===== src/rtl/readback_hub_pkg.sv =====
// rtl/readback_hub_pkg.sv - readback word layout and channel map shared by the hub and its users
package readback_hub_pkg;
  localparam int CTRL_W    = 4;
  localparam int PAYLOAD_W = 24;
  localparam int RB_WORD_W = CTRL_W + PAYLOAD_W;
  localparam int MAX_CH    = 15;

  // Channel slots in the core-side module map
  localparam int CH_SONAR  = 0;
  localparam int CH_RC     = 1;
  localparam int CH_IMU    = 2;
  localparam int CH_ODOM   = 3;
  localparam int CH_POWER  = 4;
  localparam int CH_STATUS = 5;
endpackage


===== src/rtl/readback_hub_fifo.sv =====
// rtl/readback_hub_fifo.sv - per-channel word FIFO; full/empty come from the registered occupancy count
module rb_chan_fifo #(
  parameter int DATA_W     = 28,
  parameter int FIFO_DEPTH = 4
) (
  input  logic              clk,
  input  logic              rst,
  input  logic              push,
  input  logic [DATA_W-1:0] push_data,
  input  logic              pop,
  output logic [DATA_W-1:0] head,
  output logic              full,
  output logic              empty
);
  localparam int PTR_W = $clog2(FIFO_DEPTH);
  localparam int CNT_W = PTR_W + 1;

  logic [DATA_W-1:0] mem_q [FIFO_DEPTH];
  logic [PTR_W-1:0]  wr_ptr_q, rd_ptr_q;
  logic [CNT_W-1:0]  count_q;

  always_ff @(posedge clk or posedge rst) begin
    if (rst) begin
      wr_ptr_q <= '0;
      rd_ptr_q <= '0;
      count_q  <= '0;
    end else begin
      if (push) wr_ptr_q <= wr_ptr_q + 1'b1;
      if (pop)  rd_ptr_q <= rd_ptr_q + 1'b1;
      unique case ({push, pop})
        2'b10:   count_q <= count_q + 1'b1;
        2'b01:   count_q <= count_q - 1'b1;
        default: ;
      endcase
    end
  end

  always_ff @(posedge clk) begin
    if (push) mem_q[wr_ptr_q] <= push_data;
  end

  assign head  = mem_q[rd_ptr_q];
  assign full  = (count_q == CNT_W'(FIFO_DEPTH));
  assign empty = (count_q == '0);
endmodule


===== src/rtl/readback_hub.sv =====
// rtl/readback_hub.sv - merges per-channel readback FIFOs into one tagged valid/ready stream
module readback_hub
  import readback_hub_pkg::*;
#(
  parameter int              N_CH        = 6,
  parameter int              DATA_W      = RB_WORD_W,
  parameter int              FIFO_DEPTH  = 4,
  parameter int              ADDR_W      = 4,
  parameter logic [N_CH-1:0] URGENT_MASK = '0
) (
  input  logic                   clk,
  input  logic                   rst,
  input  logic [N_CH*DATA_W-1:0] in_data,
  input  logic [N_CH-1:0]        in_wr,
  output logic [N_CH-1:0]        in_busy,
  output logic [DATA_W-1:0]      out_data,
  output logic [ADDR_W-1:0]      out_addr,
  output logic                   out_valid,
  input  logic                   out_rdy,
  output logic                   out_urgent,
  output logic [N_CH-1:0]        ovf,
  input  logic [N_CH-1:0]        ovf_clr
);
  if (N_CH < 1 || N_CH > MAX_CH || N_CH > (1 << ADDR_W) - 1) begin : g_bad_cfg
    $error("readback_hub: N_CH does not fit the out_addr tag");
  end

  logic [N_CH-1:0]             full, empty, nonempty, push, pop, urg_ne, cand;
  logic [N_CH-1:0][DATA_W-1:0] head;

  for (genvar gi = 0; gi < N_CH; gi++) begin : g_ch
    rb_chan_fifo #(.DATA_W(DATA_W), .FIFO_DEPTH(FIFO_DEPTH)) u_fifo (
      .clk       (clk),
      .rst       (rst),
      .push      (push[gi]),
      .push_data (in_data[gi*DATA_W +: DATA_W]),
      .pop       (pop[gi]),
      .head      (head[gi]),
      .full      (full[gi]),
      .empty     (empty[gi])
    );
  end

  assign nonempty = ~empty;
  assign push     = in_wr & ~full;
  assign in_busy  = full;

  logic              out_valid_q;
  logic [DATA_W-1:0] out_data_q;
  logic [ADDR_W-1:0] out_addr_q, rr_ptr_q, rr_ptr_d;
  logic [N_CH-1:0]   ovf_q, ovf_d;

  logic              load, gnt_valid, hi_found, cur_urgent;
  logic [ADDR_W-1:0] hi_idx, lo_idx, gnt_idx;
  logic [DATA_W-1:0] gnt_data;

  // Urgent channels narrow the candidate set; the same rr_ptr then rotates within it
  always_comb begin
    load      = ~out_valid_q | out_rdy;
    urg_ne    = nonempty & URGENT_MASK;
    cand      = (|urg_ne) ? urg_ne : nonempty;
    gnt_valid = |cand;
    hi_found  = 1'b0;
    hi_idx    = '0;
    lo_idx    = '0;
    for (int j = N_CH - 1; j >= 0; j--) begin
      if (cand[j]) begin
        lo_idx = ADDR_W'(j);
        if (ADDR_W'(j) >= rr_ptr_q) begin
          hi_found = 1'b1;
          hi_idx   = ADDR_W'(j);
        end
      end
    end
    gnt_idx    = hi_found ? hi_idx : lo_idx;
    gnt_data   = '0;
    pop        = '0;
    cur_urgent = 1'b0;
    for (int j = 0; j < N_CH; j++) begin
      if (gnt_idx == ADDR_W'(j)) begin
        gnt_data = head[j];
        pop[j]   = load & gnt_valid;
      end
      if (out_addr_q == ADDR_W'(j)) cur_urgent = URGENT_MASK[j];
    end
    rr_ptr_d = (gnt_idx == ADDR_W'(N_CH - 1)) ? '0 : gnt_idx + 1'b1;
    ovf_d    = (ovf_q & ~ovf_clr) | (in_wr & full);
  end

  always_ff @(posedge clk or posedge rst) begin
    if (rst) begin
      out_valid_q <= 1'b0;
      out_data_q  <= '0;
      out_addr_q  <= '0;
      rr_ptr_q    <= '0;
      ovf_q       <= '0;
    end else begin
      ovf_q <= ovf_d;
      if (load) begin
        out_valid_q <= gnt_valid;
        if (gnt_valid) begin
          out_data_q <= gnt_data;
          out_addr_q <= gnt_idx;
          rr_ptr_q   <= rr_ptr_d;
        end
      end
    end
  end

  assign out_valid  = out_valid_q;
  assign out_data   = out_data_q;
  assign out_addr   = out_addr_q;
  assign ovf        = ovf_q;
  assign out_urgent = (out_valid_q & cur_urgent) | (|urg_ne);
endmodule

===== config.mk =====
export PLATFORM = sky130hd
export DESIGN_NAME = readback_hub
export DESIGN_NICKNAME = d
export VERILOG_FILES = /design/src/rtl/readback_hub_pkg.sv /design/src/rtl/readback_hub_fifo.sv /design/src/rtl/readback_hub.sv
export SDC_FILE = /design/constraint.sdc
export NUM_CORES = 1
export LEC_CHECK = 0
export CELL_PAD_IN_SITES_DETAIL_PLACEMENT = 1
export CELL_PAD_IN_SITES_GLOBAL_PLACEMENT = 1
export CORE_MARGIN = 2
export CORE_UTILIZATION = 25
export DETAILED_ROUTE_END_ITERATION = 16
export HOLD_SLACK_MARGIN = 0.12
export PLACE_DENSITY_LB_ADDON = 0.1
export SLEW_MARGIN = 20
export SYNTH_ARGS = -nofsm -noshare
export SYNTH_HDL_FRONTEND = slang
export SYNTH_HIERARCHICAL = 1
export SYNTH_SLANG_ARGS = --single-unit

===== constraint.sdc =====
create_clock -name clk -period 4.32 [get_ports clk]
set_clock_uncertainty 0.1 [all_clocks]
set_input_delay 0.864 -clock clk [delete_from_list [all_inputs] [get_ports clk]]
set_output_delay 0.864 -clock clk [all_outputs]
set_load 0.02 [all_outputs]

==> impl_metrics.tcl, run 1 <==
set metrics [dict create \
    outcome "finished clean" \
    clockBufferDepth 3 \
    synth_area_mm2 0.0300 \
    cts_setup_buffers 0 \
    wire_per_inst_um 25.6 \
    synth_top_area_cell "edfxtp_1" \
    setup_viol 0 \
    instances_no_fill 3479 \
    place_congestion 0.761 \
    cts_made_buffers 90 \
    ys_seq_area_share_pct 74.2 \
    hold_start "g_ch[3].u_fifo/count_q[2]" \
    synth_edf_count 672 \
    startpoint_type "register" \
    drt-initial-drc-count 1054 \
    die_area_mm2 0.123 \
    min_to "g_ch[3].u_fifo/count_q[2]" \
    path_clk_slew_ps 60 \
    ff2ff_setup_slack_ps 450 \
    route.detailed.drc 0 \
    syn_inst 1488 \
    finalCritPeriodShare_pct 89.6 \
    post_cts_resized 0 \
    num_vias 15197 \
    rows 127 \
    ant_nets 0 \
    utilization_pct 31.0 \
    synth_area_leaders "edfxtp_1 (67%), mux4_2 (13%), dfrtp_1 (7.0%)" \
    port_buffers 226 \
    yosys_warnings 6 \
    holdPathStages 1 \
    synth_area_per_cell_um2 20.2 \
    synth_flop_cell "edfxtp_1" \
    track_usage_pct 14.6 \
    cts_tree "yes" \
    fillers 12193 \
    place_hpwl_mm 61.7 \
    synthTopCellsByCount "edfxtp_1 (672), mux4_2 (168), dfrtp_1 (84)" \
    layout.nets 2017 \
    fin_crit_ps 3870 \
    path_max_fanout 31 \
    drt-pass1-iter-count 5 \
    grt-ovfl-total 0 \
    worstRegToRegCells 14 \
    reg2reg_to "g_ch[0].u_fifo/count_q[2]" \
    crit_arrival_ps 4330 \
    final_hold_viol_count 0 \
    critPathKind "register to register" \
    start_util_pct 25.1 \
    critical_path_required_ps 4780 \
    coreArea_mm2 0.119 \
    worst_pin_slew_ps 1040 \
    antenna_found_initial 13 \
    ys_types 58 \
    max_freq_mhz 258 \
    peakVddDrop_v 0.000307 \
    htreeDepth 3 \
    hold_path.class "register to register" \
    cap_viol_max_count 0 \
    slew_headroom_pct 31.0 \
    die_w_um 351 \
    drive_gt1_share_pct 20.9 \
    post-synth-top-count-cell "edfxtp_1" \
    ios 229 \
    grt_max_degree 43 \
    viasPerCell 4.37 \
    powerDensity_mw_per_mm2 727 \
    cellLeakagePower_nw 12.3 \
    clock_sinks 756 \
    endpoint_kind "register" \
    setup_tns_ps 0 \
    ys_seq_elements 756 \
    r2r_start "g_ch[3].u_fifo/count_q[0]" \
    wirelength_mm 89.0 \
    clock-root-buffer "clkbuf_16" \
    dieHeight_um 351 \
    postCtsHoldBufs 0 \
    power.total_mw 27.0 \
    grt_pass1_vias 16582 \
    area_growth_pct 23.5 \
    synth_top_cell_area_share_pct 67.2 \
    dp_cells 3317 \
    grt_pass1_wl_mm 126 \
    synth_async_sr_flop_share_pct 11.1 \
    rsz0062_at_grt "no" \
    clk_latency_ps 650 \
    slew_viol_final 0 \
]
==> layout make-up <==
cell class	count	area (um^2)	share of cell area, %
multi-input cells	610	7090	19.1
repair buffers	286	2730	7.35
well taps	1612	2020	5.44
clock inverters	51	365	0.985
diodes	1	2.50	0.00675
clock buffers	110	2390	6.45
inverters	53	199	0.537
flip-flops and latches	756	22300	60.1
==> through the flow <==
stage               worst slack, ps  hold slack (ps)  area (um^2)
global route                    150              415        37100
finish                          449              393        37100
global placement                560              375        34300
floorplan                       280              357        30000
detailed placement              442              389        34300
CTS                             409              397        37100
==> power by group <==
| group | switching, mW | internal (mW) |
|---|---|---|
| registers | 1.20 | 9.76 |
| clock network | 2.94 | 4.20 |
| logic | 5.19 | 3.67 |
| total | 9.33 | 17.6 |
==> how the worst max path moves through the flow <==
stage                              startpoint                         to  slack, ps  depth (start not counted)
CTS                 g_ch[3].u_fifo/count_q[0]  g_ch[0].u_fifo/count_q[2]        410                         14
finish              g_ch[3].u_fifo/count_q[0]  g_ch[0].u_fifo/count_q[2]        450                         14
global route        g_ch[3].u_fifo/count_q[0]  g_ch[0].u_fifo/count_q[2]        150                         14
global placement    g_ch[3].u_fifo/count_q[0]  g_ch[0].u_fifo/count_q[2]        560                         14
floorplan           g_ch[5].u_fifo/count_q[0]  g_ch[3].u_fifo/count_q[2]        280                         17
detailed placement  g_ch[3].u_fifo/count_q[0]  g_ch[0].u_fifo/count_q[2]        440                         14
==> logic make-up after synthesis <==
logic type | count (synthesis) | share of synthesized area (%)
XOR/XNOR | 36 | 1.05
other | 1 | 0.0125
adder cells (fa/ha/maj) | 37 | 1.69
AO/OA/AOI/OAI | 145 | 3.64
AND/OR/NAND/NOR | 186 | 3.07
flip-flops | 756 | 74.2
buffers and inverters | 123 | 2.29
multiplexers | 204 | 14.0
==> worst max-delay path, stage by stage (launching register included) <==
cell and delay [ps]:
dfrtp_1 410, nor3_1 500, inv_1 170, o21ai_0 250
a211oi_2 140, a21oi_4 310, buf_4 370, nand2_1 120
nor2_1 290, ha_1 260, inv_1 70, fa_1 380
xor2_1 150, nor2_1 120, xor2_1 150
==> cells in the final DEF, fill, tap and decap left out, types with 4 or more instances in the layout <==
master           count
clkinv_2            13
nand3b_1            10
o21ai_0             31
mux4_2             168
and3_1               9
inv_1               50
clkinv_1            29
nand4_1             11
nor2b_1              8
dfrtp_2              7
nor2_1              48
buf_4               59
mux2i_1             21
nand3_1             15
o32ai_1             14
bufinv_16            5
xor2_1              24
a31oi_1              4
a221oi_2            10
nand2_1             44
clkdlybuf4s50_1    226
and2_1              26
a221oi_1             4
ha_1                31
clkbuf_1            17
dfrtp_1             77
o31ai_1              4
a22oi_1             11
nor3_1               6
fa_1                 6
o32a_1              10
xnor2_1             12
edfxtp_1           672
mux2_4              14
a21oi_1             32
clkbuf_16           93
==> state kept, by name, indices dropped and copies added (netlist names) <==
register              count
g_ch.u_fifo/rd_ptr_q     12
out_addr                  3
out_valid                 1
out_data                 28
g_ch.u_fifo/count_q      18
rr_ptr_q                  4
g_ch.u_fifo/mem_q       672
g_ch.u_fifo/wr_ptr_q     12
ovf                       6
==> per-layer routing <==
layer / track usage (%) / vias to the layer above / wire [um]
li1: - / 6637 / -
met1: 19.7 / 8116 / 40300
met2: 23.5 / 298 / 42400
met3: 3.70 / 122 / 4370
met4: 3.49 / 24 / 1770
met5: 0 / - / 149
No activity file was read; power rests on OpenSTA's default activity.
==> run 2, diff against run 1 <==
- CAP_MARGIN: unset -> 0
==> results of run 2 <==
No change in the layout: final DEF, timing and power equal those of run 1.
==> run 3, diff against run 2 <==
- CORE_MARGIN: 2 -> unset
==> run 3 against run 2 <==
  * Sequential power hardly changed
  * Die area is 1.1% lower
  * Clock-buffer cell count is 4 higher
  * Combinational power is 2.4% higher
  * Largest cell class unchanged
==> impl_metrics.tcl, run 3 (same netlist as run 1, synthesis figures left out) <==
set metrics [dict create \
    setup_viol 0 \
    hold_path.class "register to register" \
    critPathKind "register to register" \
    htreeDepth 3 \
    clock-root-buffer "clkbuf_16" \
    worst_pin_slew_ps 912 \
    grt-ovfl-total 0 \
    coreArea_mm2 0.119 \
    post_cts_resized 0 \
    slew_viol_final 0 \
    ant_nets 0 \
    cts_tree "yes" \
    finalCritPeriodShare_pct 88.1 \
    die_area_mm2 0.121 \
    layout.nets 2012 \
    clk_latency_ps 660 \
    rows 126 \
    min_to "g_ch[2].u_fifo/rd_ptr_q[1]" \
    r2r_start "g_ch[2].u_fifo/count_q[0]" \
    drive_gt1_share_pct 21.8 \
    ff2ff_setup_slack_ps 510 \
    antenna_found_initial 15 \
    powerDensity_mw_per_mm2 736 \
    startpoint_type "register" \
    grt_max_degree 38 \
    fin_crit_ps 3810 \
    worstRegToRegCells 13 \
    holdPathStages 1 \
    largest_reg_flops 672 \
    clock_sinks 756 \
    path_cells "nor3_1, nand4_1, a21oi_1, o211a_1, buf_4, nand2_1, nor2_1, ha_1, inv_1, fa_1, xor2_1, nor2_1, xor2_1" \
    fillers 12041 \
    drt-initial-drc-count 878 \
    final_cell_mix "edfxtp_1 (672), clkdlybuf4s50_1 (226), mux4_2 (168)" \
    wire_per_inst_um 26.0 \
    outcome "finished clean" \
    cp_slowest_cell "nor3_1" \
    max_freq_mhz 263 \
    crit_arrival_ps 4280 \
    cellLeakagePower_nw 12.4 \
    final_common_cell "edfxtp_1" \
    setup_ws_ps 513 \
    crit_path_max_incr_delay_ps 580 \
    dieHeight_um 349 \
    peakVddDrop_v 0.000290 \
    setup_tns_ps 0 \
    pre_cts_ws_ps 513 \
    place_congestion 0.739 \
    start_util_pct 25.3 \
    area_growth_pct 23.9 \
    path_max_fanout 21 \
    endpoint_kind "register" \
    track_usage_pct 14.9 \
    reg2reg_to "g_ch[4].u_fifo/count_q[2]" \
    postCtsHoldBufs 0 \
    num_vias 15206 \
    regMostFlops "g_ch.u_fifo/mem_q" \
    wirelength_mm 90.0 \
    hold_start "g_ch[2].u_fifo/rd_ptr_q[1]" \
    cts_setup_buffers 0 \
    path_clk_slew_ps 60 \
    drt-pass1-iter-count 5 \
    slew_headroom_pct 39.2 \
    cap_viol_max_count 0 \
    die_w_um 349 \
    grt_pass1_wl_mm 127 \
    ios 229 \
    viasPerCell 4.38 \
    route.detailed.drc 0 \
    final_hold_viol_count 0 \
    port_buffers 226 \
    clockBufferDepth 3 \
    grt_pass1_vias 16574 \
    crit_family "simple AND/OR/NAND/NOR gates" \
    cp.buffers_inverters 2 \
    rsz0062_at_grt "no" \
    critical_path_required_ps 4790 \
    place_hpwl_mm 61.8 \
    cts_made_buffers 88 \
]
[run 3: changes by cell type in the layout (fill, tap and decap cells not counted), moves of 2 or more]
cell,change
buf_4,-5
clkbuf_16,-2
clkinv_2,+5
bufinv_16,+3
clkbuf_8,+7
clkinv_1,-15
diode_2,+2
clkinvlp_4,+5
buf_12,+2
[run 3: area by class of cell]
| class | instances | area [um^2] | area share, % |
|---|---|---|---|
| repair buffers | 283 | 2730 | 7.33 |
| well taps | 1600 | 2000 | 5.38 |
| flip-flops and latches | 756 | 22300 | 59.9 |
| multi-input cells | 610 | 7090 | 19.0 |
| clock buffers | 114 | 2430 | 6.54 |
| inverters | 53 | 199 | 0.535 |
| clock inverters | 49 | 459 | 1.23 |
| diodes | 3 | 7.51 | 0.0202 |
[run 3: routing by layer]
metal | vias to the layer above | global-route usage, % | wire [um] | part of all wire, %
met3 | 128 | 3.33 | 4330 | 4.8
met5 | - | 0 | 96 | 0.11
li1 | 6633 | - | - | -
met4 | 16 | 4.18 | 1900 | 2.1
met1 | 8109 | 20.2 | 41200 | 46
met2 | 320 | 23.8 | 42500 | 47
[run 3: how the worst max path moves through the flow]
stage,end,cells past startpoint,from,slack (ps)
final,g_ch[4].u_fifo/count_q[2],13,g_ch[2].u_fifo/count_q[0],510
after detailed placement,g_ch[4].u_fifo/count_q[2],13,g_ch[2].u_fifo/count_q[0],510
after global placement,g_ch[3].u_fifo/count_q[2],14,g_ch[2].u_fifo/count_q[0],590
after global routing,g_ch[3].u_fifo/count_q[2],14,g_ch[2].u_fifo/count_q[0],170
after CTS,g_ch[3].u_fifo/count_q[2],14,g_ch[2].u_fifo/count_q[0],490
after floorplan,g_ch[3].u_fifo/count_q[2],17,g_ch[5].u_fifo/count_q[0],280
[run 3: power by group]
group          switching [mW]  internal [mW]
Clock                    3.01           4.44
Sequential               1.11           9.76
Combinational            5.38           3.69
[run 3: worst reg2reg max path: stages, from the launching register on]
cell and delay (ps):
dfrtp_1 400, nor3_1 580, nand4_1 340, a21oi_1 210, o211a_1 200, buf_4 350, nand2_1 170, nor2_1 280
ha_1 250, inv_1 60, fa_1 370, xor2_1 150, nor2_1 110, xor2_1 150
[run 3: per-stage QoR]
| step | cells | power, mW | instance area (um^2) | util, % | hold WS (ps) |
|---|---|---|---|---|---|
| floorplan | 1489 | 16.1 | 30000 | - | 357 |
| finish | 3468 | 27.4 | 37200 | 31.4 | 380 |
| global route | 3467 | 28.8 | 37200 | 31.4 | 395 |
| global placement | 3302 | 20.4 | 34300 | 28.9 | 364 |
| detailed placement | 3302 | 20.5 | 34300 | 28.9 | 378 |
| CTS | 3465 | 28.1 | 37200 | 31.4 | 388 |
